<file path="config.mk">
export PLATFORM = sky130hd
export DESIGN_NAME = ip4_sm_req
export DESIGN_NICKNAME = d
export VERILOG_FILES = /design/src/rtl/ip4_sm_req.sv
export SDC_FILE = /design/constraint.sdc
export NUM_CORES = 1
export LEC_CHECK = 0
export ABC_AREA = 1
export CAP_MARGIN = 0
export CORE_ASPECT_RATIO = 1.2
export CORE_UTILIZATION = 55
export CTS_BUF_LIST = sky130_fd_sc_hd__clkbuf_4
export CTS_CLUSTER_DIAMETER = 50
export DETAILED_ROUTE_END_ITERATION = 6
export GPL_TIMING_DRIVEN = 0
export PLACE_DENSITY = 0.85
export SYNTH_ARGS = -nofsm -noshare
export SYNTH_HDL_FRONTEND = slang
export SYNTH_SLANG_ARGS = --single-unit
</file>
<file path="constraint.sdc">
create_clock -name clk -period 5 [get_ports clk]
set_input_delay 1 -clock clk [delete_from_list [all_inputs] [get_ports clk]]
set_output_delay 1 -clock clk [all_outputs]
set_load 0.02 [all_outputs]
</file>
<file path="src/rtl/ip4_sm_req.sv">
// ip4_sm_req: initiator-side controller for one IP4 shared-memory bank.
// Buffers in-order loads/stores in a 2-entry FIFO and returns load data tagged.
module ip4_sm_req #(
  parameter int ADR_W  = 10,
  parameter int WORD_W = 32,
  parameter int TAG_W  = 4
) (
  input  logic              clk,
  input  logic              rst_n,
  input  logic              req_vld,
  output logic              req_rdy,
  input  logic              req_wr,
  input  logic [ADR_W-1:0]  req_adr,
  input  logic [WORD_W-1:0] req_dat,
  input  logic [TAG_W-1:0]  req_tag,
  output logic              bk_wen,
  output logic [ADR_W-1:0]  bk_adr,
  output logic [WORD_W-1:0] bk_dati,
  input  logic [WORD_W-1:0] bk_dato,
  output logic              rsp_vld,
  input  logic              rsp_rdy,
  output logic [WORD_W-1:0] rsp_dat,
  output logic [TAG_W-1:0]  rsp_tag
);

  logic              fifo_wr  [2];
  logic [ADR_W-1:0]  fifo_adr [2];
  logic [WORD_W-1:0] fifo_dat [2];
  logic [TAG_W-1:0]  fifo_tag [2];

  logic              wr_ptr;
  logic              rd_ptr;
  logic [1:0]        count;

  logic              rd_inflight;
  logic [TAG_W-1:0]  inflight_tag;
  logic [ADR_W-1:0]  last_adr;
  logic [WORD_W-1:0] last_dat;

  logic              head_vld;
  logic              head_wr;
  logic [ADR_W-1:0]  head_adr;
  logic [WORD_W-1:0] head_dat;
  logic [TAG_W-1:0]  head_tag;
  logic              push;
  logic              issue_st;
  logic              issue_ld;
  logic              pop;

  assign head_vld = (count != 2'd0);
  assign head_wr  = fifo_wr[rd_ptr];
  assign head_adr = fifo_adr[rd_ptr];
  assign head_dat = fifo_dat[rd_ptr];
  assign head_tag = fifo_tag[rd_ptr];

  // Ready depends only on stored occupancy, so a full FIFO refuses even when the head pops.
  assign req_rdy  = rst_n && (count != 2'd2);
  assign push     = req_vld && req_rdy;

  // Loads wait for a free read slot and a free response register; stores never wait.
  assign issue_st = head_vld && head_wr;
  assign issue_ld = head_vld && !head_wr && !rd_inflight && (!rsp_vld || rsp_rdy);
  assign pop      = issue_st || issue_ld;

  assign bk_wen   = issue_st;
  assign bk_adr   = pop      ? head_adr : last_adr;
  assign bk_dati  = issue_st ? head_dat : last_dat;

  always_ff @(posedge clk) begin
    if (push) begin
      fifo_wr[wr_ptr]  <= req_wr;
      fifo_adr[wr_ptr] <= req_adr;
      fifo_dat[wr_ptr] <= req_dat;
      fifo_tag[wr_ptr] <= req_tag;
    end
  end

  always_ff @(posedge clk or negedge rst_n) begin
    if (!rst_n) begin
      wr_ptr <= 1'b0;
      rd_ptr <= 1'b0;
      count  <= 2'd0;
    end else begin
      if (push) wr_ptr <= wr_ptr + 1'b1;
      if (pop)  rd_ptr <= rd_ptr + 1'b1;
      case ({push, pop})
        2'b10:   count <= count + 2'd1;
        2'b01:   count <= count - 2'd1;
        default: count <= count;
      endcase
    end
  end

  always_ff @(posedge clk or negedge rst_n) begin
    if (!rst_n) begin
      last_adr <= '0;
      last_dat <= '0;
    end else begin
      if (pop)      last_adr <= head_adr;
      if (issue_st) last_dat <= head_dat;
    end
  end

  // Bank data is valid exactly one cycle after the load issued; a capture outranks a consume.
  always_ff @(posedge clk or negedge rst_n) begin
    if (!rst_n) begin
      rd_inflight  <= 1'b0;
      inflight_tag <= '0;
      rsp_vld      <= 1'b0;
      rsp_dat      <= '0;
      rsp_tag      <= '0;
    end else begin
      rd_inflight <= issue_ld;
      if (issue_ld) inflight_tag <= head_tag;
      if (rd_inflight) begin
        rsp_vld <= 1'b1;
        rsp_dat <= bk_dato;
        rsp_tag <= inflight_tag;
      end else if (rsp_vld && rsp_rdy) begin
        rsp_vld <= 1'b0;
      end
    end
  end

endmodule

</file>
==> results.ini, run 1 <==
[run_status]
status=finished, final reports clean

[critical_path]
crit_path_top_delay_cell=clkdlybuf4s50_1
required_ns=4.00
arrival_ns=2.90
start_kind=primary input
cp_cell_sequence=clkdlybuf4s50_1 > inv_1 > nand2_1 > nand3_1 > nand2_1 > buf_2 > nand2_1 > nand2_1 > clkdlybuf4s50_1
cpMostUsedCell=nand2_1
crit_fanout=10
r2r_cells=5
critPathMaxStageDelay_ns=0.63
critPathKind=primary input to output port
cp-end-kind=output port

[place]
port_buffers=163
place_ws_ns=1.08
gp_congestion=0.720
place_hpwl_mm=10.0
dp.cells=899
place_area_mm2=0.00870

[yosys]
ys_seq_area_frac=0.740
synthCells=572
syn_avg_cell_area_um2=11.9
async_flop_share=0.484
yosysMostFrequentCell=nand2_1
synth_ff_type=edfxtp_1
syn_area_mm2=0.00679
yosys.area.top_type=edfxtp_1
synth_common_cells=225 x nand2_1, 94 x edfxtp_1, 88 x dfrtp_1, 61 x o21ai_0, 32 x or2_2
synthTopCellsByArea=edfxtp_1 42%, dfrtp_1 32%, nand2_1 12%
synth_top_area_frac=0.416
synth_warnings=0
synth_nets=656
yosysUniqueCellTypes=22
synth_seq_cells=182
synth-edff-count=94

[hold_path]
hold_class=primary input to async pin

[floorplanning]
core-area_mm2=0.0121
die_x_um=103
rows=44
die-area_mm2=0.0128
start_util=0.563
io_pins=164
die_y_um=124

[cells_and_area]
final_nets=841
nFillCells=794
stdcell_count=931
diodes=0
syn_to_final_growth_pct=32.3
final_area_mm2=0.00898
layout-drive-gt1-share=0.121

[sta]
maxSlewHeadroom=0.660
layout_setup_ws_ns=1.10
finalCritPeriodShare=0.780
min_period_ns=3.90
slew_violations=0
final_hold_viol_count=0
skew_ns=0.0159
setup_viol=0
fmax_mhz=256
worst_slew_pin_slew_ns=0.509
rsz0062_at_grt=no

[grt]
grt_pass1_wl_mm=21.4
grt_max_degree=70
globalRouteMet2Util=0.413
met3_usage=0.0758
antenna_found_initial=0
met1_usage=0.247
track_usage=0.228
overflow=0
grt_pass1_vias=4661
top_usage_layer=met2

[clock_network]
hold_buffers=0
clock-sinks=182
cts_tree=yes
cts_made_buffers=17
cts_root_buffer=clkbuf_4
postCtsSetupRepairBufs=0
clock_path_buffers=2
clkTransAtPathRegs_ns=0.16
htreeDepth=4
clock_latency_ns=0.54
cts_resized=0

[power]
p_leak_nw=3.80
power.total_w=0.00580
power.density_mw_per_mm2=646
ir_worst_vdd_v=0.000351

[routing]
vias_per_cell=4.96
vias=4614
avgRoutedWirePerCell_um=15.1
remaining_drc_errors=0
final_antenna_net_count=0
drt-total-wl_mm=14.0
first_iter_violations=247
firstDrtPassIters=4

[flow_run]
max_cap_viol_count=0

worst max-delay path, delay by kind of cell:
| family | cells | cell delay (ns) |
|---|---|---|
| simple gates | 5 | 0.50 |
| buf+inv | 4 | 1.39 |
routing by layer:
layer / vias to the layer above / share of wire / wire length, um
li1: 2261 / - / -
met1: 2185 / 0.39 / 5420
met2: 159 / 0.52 / 7360
met3: 9 / 0.079 / 1100
met4: 0 / 0.010 / 145
met5: - / 0 / 0
where the power goes:
group	switching [W]	total, W	internal, W
Sequential	0.000171	0.00221	0.00204
Clock	0.000541	0.000771	0.000230
Combinational	0.00162	0.00282	0.00120
registers in the layout (all words and copies together) (netlist names), 4 cells and up:
register	flops
inflight_tag	4
last_dat	32
fifo_tag	8
fifo_adr	20
rsp_tag	4
rsp_dat	32
fifo_dat	64
last_adr	10
cells by family after synthesis:
group           after synthesis  synth area share
flops                       182             0.740
buf+inv                      41            0.0330
xor+xnor                      2           0.00258
fa+ha+maj                     1           0.00184
simple gates                280             0.172
compound gates               66            0.0507
area by class of cell:
class                   instances  area (um^2)  area share
flip-flops and latches        182         5020       0.559
repair buffers                166         1700       0.189
multi-input cells             349         1550       0.172
well taps                     161          201      0.0224
plain buffers                  27          171      0.0191
clock inverters                15          158      0.0176
clock buffers                  17          128      0.0142
inverters                      14         52.6     0.00585
worst paths after layout:
kind | slack, ns | start | end
setup / recovery | 1.10 | rsp_rdy | bk_adr[8]
min in group clk | 0.49 | rsp_tag[1]$_DFFE_PN0P_ | rsp_tag[1]$_DFFE_PN0P_
hold reg to reg | 0.49 | rsp_tag[1]$_DFFE_PN0P_ | rsp_tag[1]$_DFFE_PN0P_
setup reg to reg | 3.03 | count[0]$_DFFE_PN0P_ | fifo_dat[1][24]$_DFFE_PP_
hold / removal | 0.32 | rst_n | last_adr[0]$_DFF_PN0_
max in group asynchronous | 4.05 | rst_n | inflight_tag[1]$_DFFE_PN0P_
through the flow:
step                setup TNS, ns  utilization  hold slack (ns)
finish                          0        0.745            0.322
global route                    0        0.745            0.274
CTS                             0        0.745            0.284
detailed placement              0        0.721            0.457
global placement          -250.10        0.715            0.454
floorplan                       0            -            0.442
cells in the final DEF, fill, tap and decap left out, types with 2 or more instances in the layout:
| master | synthesis | layout |
|---|---|---|
| nand2_2 | 2 | 2 |
| clkinv_4 | 0 | 2 |
| dfrtp_1 | 88 | 88 |
| inv_8 | 0 | 3 |
| nand2_1 | 225 | 225 |
| o21ai_0 | 61 | 61 |
| inv_6 | 0 | 6 |
| or2_2 | 32 | 32 |
| edfxtp_1 | 94 | 94 |
| nand3_1 | 17 | 17 |
| buf_6 | 8 | 8 |
| buf_2 | 7 | 7 |
| o21ai_1 | 3 | 3 |
| clkdlybuf4s50_1 | 0 | 162 |
| clkinv_8 | 0 | 3 |
| clkbuf_4 | 0 | 17 |
| inv_2 | 3 | 4 |
| clkbuf_1 | 11 | 11 |
| inv_1 | 11 | 10 |
| buf_12 | 0 | 2 |
Note: power is estimated with default switching activity, not from simulation.
==> inputs of run 2 (changes only) <==
CORE_UTILIZATION = 51   (was 55)
PLACE_DENSITY = 0.8   (was 0.85)
clock period = 4 ns   (was 5 ns; I/O delays follow)
==> run 2 against run 1 <==
Net effect: largest cell class unchanged; flip-flop and latch count unchanged; routed wire length up 2.1%; count of clock-buffer cells in the layout unchanged; highest routed layer unchanged; total power increased by 28%; first-iteration DRC count rose by 15%; clock skew up 0.0019 ns; setup slack worse by 0.67 ns; via count grew 1.8%; combinational power up 26%; clock power is 45% higher; worst hold slack worse by 0.11 ns.
==> results.ini, run 2 (synthesis gave the netlist of run 1 again) <==
[sta]
final_hold_viol_count=0  ; unchanged
slew_violations=0  ; unchanged
worst_slew_pin_slew_ns=0.586  ; +0.0769 ns
finalCritPeriodShare=0.891
maxSlewHeadroom=0.609  ; -0.0505
min_period_ns=3.56
setup_viol=0  ; unchanged
skew_ns=0.0178  ; +0.00193 ns
final.setup.tns_ns=0  ; unchanged
fmax_mhz=281
rsz0062_at_grt=no

[cells_and_area]
largest_register=fifo_dat
syn_to_final_growth_pct=32.9
final_nets=841  ; unchanged
reg_top3=fifo_dat (64), last_dat (32), rsp_dat (32)
layout_commonest_cell=nand2_1
final_area_mm2=0.00903  ; +0.52%
diodes=0  ; unchanged
nFillCells=891  ; +12%
layout-drive-gt1-share=0.121  ; unchanged
largest_reg_flops=64  ; unchanged
final_cell_mix=225 x nand2_1, 162 x clkdlybuf4s50_1, 94 x edfxtp_1
fin_util=0.703  ; -0.0417

[routing]
remaining_drc_errors=0  ; unchanged
vias_per_cell=5.03  ; +1.5%
first_iter_violations=284  ; +15%
firstDrtPassIters=4  ; unchanged
final_antenna_net_count=0  ; unchanged
vias=4698  ; +1.8%
drt-total-wl_mm=14.3  ; +2.1%
avgRoutedWirePerCell_um=15.3  ; +1.8%

[power]
ir_worst_vdd_v=0.000469  ; +34%
power.total_w=0.00743  ; +28%
p_leak_nw=3.82  ; +0.38%
power.density_mw_per_mm2=823  ; +27%

[floorplanning]
die_y_um=128  ; +3.8%
die_x_um=107  ; +3.8%
io_pins=164  ; unchanged
rows=45  ; +2.3%
die-area_mm2=0.0138  ; +7.7%
start_util=0.529  ; -0.0343
core-area_mm2=0.0128  ; +6.5%

[critical_path]
r2r_cells=5  ; unchanged
regToRegStartpoint=count[0]$_DFFE_PN0P_
cpMostUsedCell=o21ai_0
arrival_ns=2.76  ; -0.14 ns
cp-end-kind=output port
start_kind=flop
critPathMaxStageDelay_ns=0.67  ; +0.04 ns
required_ns=3.20  ; -0.80 ns
r2r-end=fifo_dat[1][31]$_DFFE_PP_
cp_cell_sequence=inv_2 > buf_6 > clkbuf_1 > o21ai_0 > o21ai_0 > clkdlybuf4s50_1
critPathKind=flop to output port
crit_path_top_delay_cell=clkdlybuf4s50_1
crit_fanout=10  ; unchanged
reg2reg_slack_ns=1.95  ; -1.08 ns

[grt]
grt_max_degree=49  ; -30%
grt_pass1_wl_mm=23.0  ; +7.3%
overflow=0  ; unchanged
track_usage=0.222  ; -0.00571
grt_pass1_vias=4892  ; +5.0%
antenna_found_initial=0  ; unchanged

[clock_network]
htreeDepth=4  ; unchanged
clock-sinks=182  ; unchanged
cts_resized=0  ; unchanged
hold_buffers=0  ; unchanged
cts_tree=yes
cts_made_buffers=17  ; unchanged
clock_path_buffers=2  ; unchanged
clock_latency_ns=0.56  ; +0.02 ns
cts_root_buffer=clkbuf_4
clkTransAtPathRegs_ns=0.15  ; about the same
postCtsSetupRepairBufs=0  ; unchanged

[run_status]
status=finished, final reports clean

[place]
place_area_mm2=0.00869  ; about the same
port_buffers=163  ; unchanged
place_hpwl_mm=10.2  ; +1.4%
gp_congestion=0.762  ; +5.9%

[hold_path]
hold_class=primary input to async pin

[flow_run]
max_cap_viol_count=0  ; unchanged

-- run 2: cell count changes in the layout (fill, tap and decap cells not counted) --
cell / delta
inv_6: -2
clkinvlp_2: +1
buf_16: -1
buf_12: +1
bufinv_16: +3
clkinv_2: -1
clkinvlp_4: +1
inv_8: +1
clkinv_4: -1
clkinv_8: -2
-- run 2: worst max-delay path, delay by kind of cell, from the launching register on --
kind	cells	cell delay, ns
flip-flops	1	0.49
buffers and inverters	4	1.25
AO/OA/AOI/OAI	2	0.46
-- run 2: area by class of cell --
class | count | area [um^2] | area share
Clock inverter | 15 | 208 | 0.0230
Timing Repair Buffer | 166 | 1690 | 0.187
Tap cell | 164 | 205 | 0.0227
Sequential cell | 182 | 5020 | 0.557
Inverter | 14 | 52.6 | 0.00582
Clock buffer | 17 | 128 | 0.0141
Multi-Input combinational cell | 349 | 1550 | 0.172
Buffer | 27 | 171 | 0.0190
-- run 2: power by group --
part	total [W]	internal (W)	switching, W
combinational	0.00354	0.00150	0.00204
sequential	0.00277	0.00255	0.000222
clock	0.00112	0.000462	0.000660
-- run 2: worst max path at each step --
stage / slack [ns] / endpoint / depth (start not counted) / start
floorplan: 0.68 / fifo_adr[1][0]$_DFFE_PP_ / 3 / rst_n
global placement: -3.02 / fifo_dat[1][13]$_DFFE_PP_ / 4 / rst_n
detailed placement: 0.48 / bk_adr[6] / 9 / rsp_rdy
CTS: 0.37 / bk_dati[6] / 6 / rd_ptr$_DFFE_PN0N_
global route: 0.20 / bk_dati[6] / 6 / rd_ptr$_DFFE_PN0N_
finish: 0.44 / bk_dati[6] / 6 / rd_ptr$_DFFE_PN0N_
-- run 2: through the flow --
step | setup slack [ns] | std cells | hold WS, ns
2_1_floorplan | 0.678 | 572 | 0.442
3_3_place_gp | -3.02 | 899 | 0.453
4_1_cts | 0.366 | 934 | 0.196
6_report | 0.436 | 934 | 0.207
5_1_grt | 0.195 | 934 | 0.215
3_5_place_dp | 0.475 | 902 | 0.465
-- run 2: metal layers --
layer / share of wire / up-vias / wire, um / global-route usage
met1: 0.38 / 2243 / 5390 / 0.241
met2: 0.53 / 174 / 7630 / 0.411
met3: 0.076 / 21 / 1090 / 0.0694
li1: - / 2260 / - / -
met4: 0.016 / 0 / 223 / 0.0701
met5: 0 / - / 0 / 0
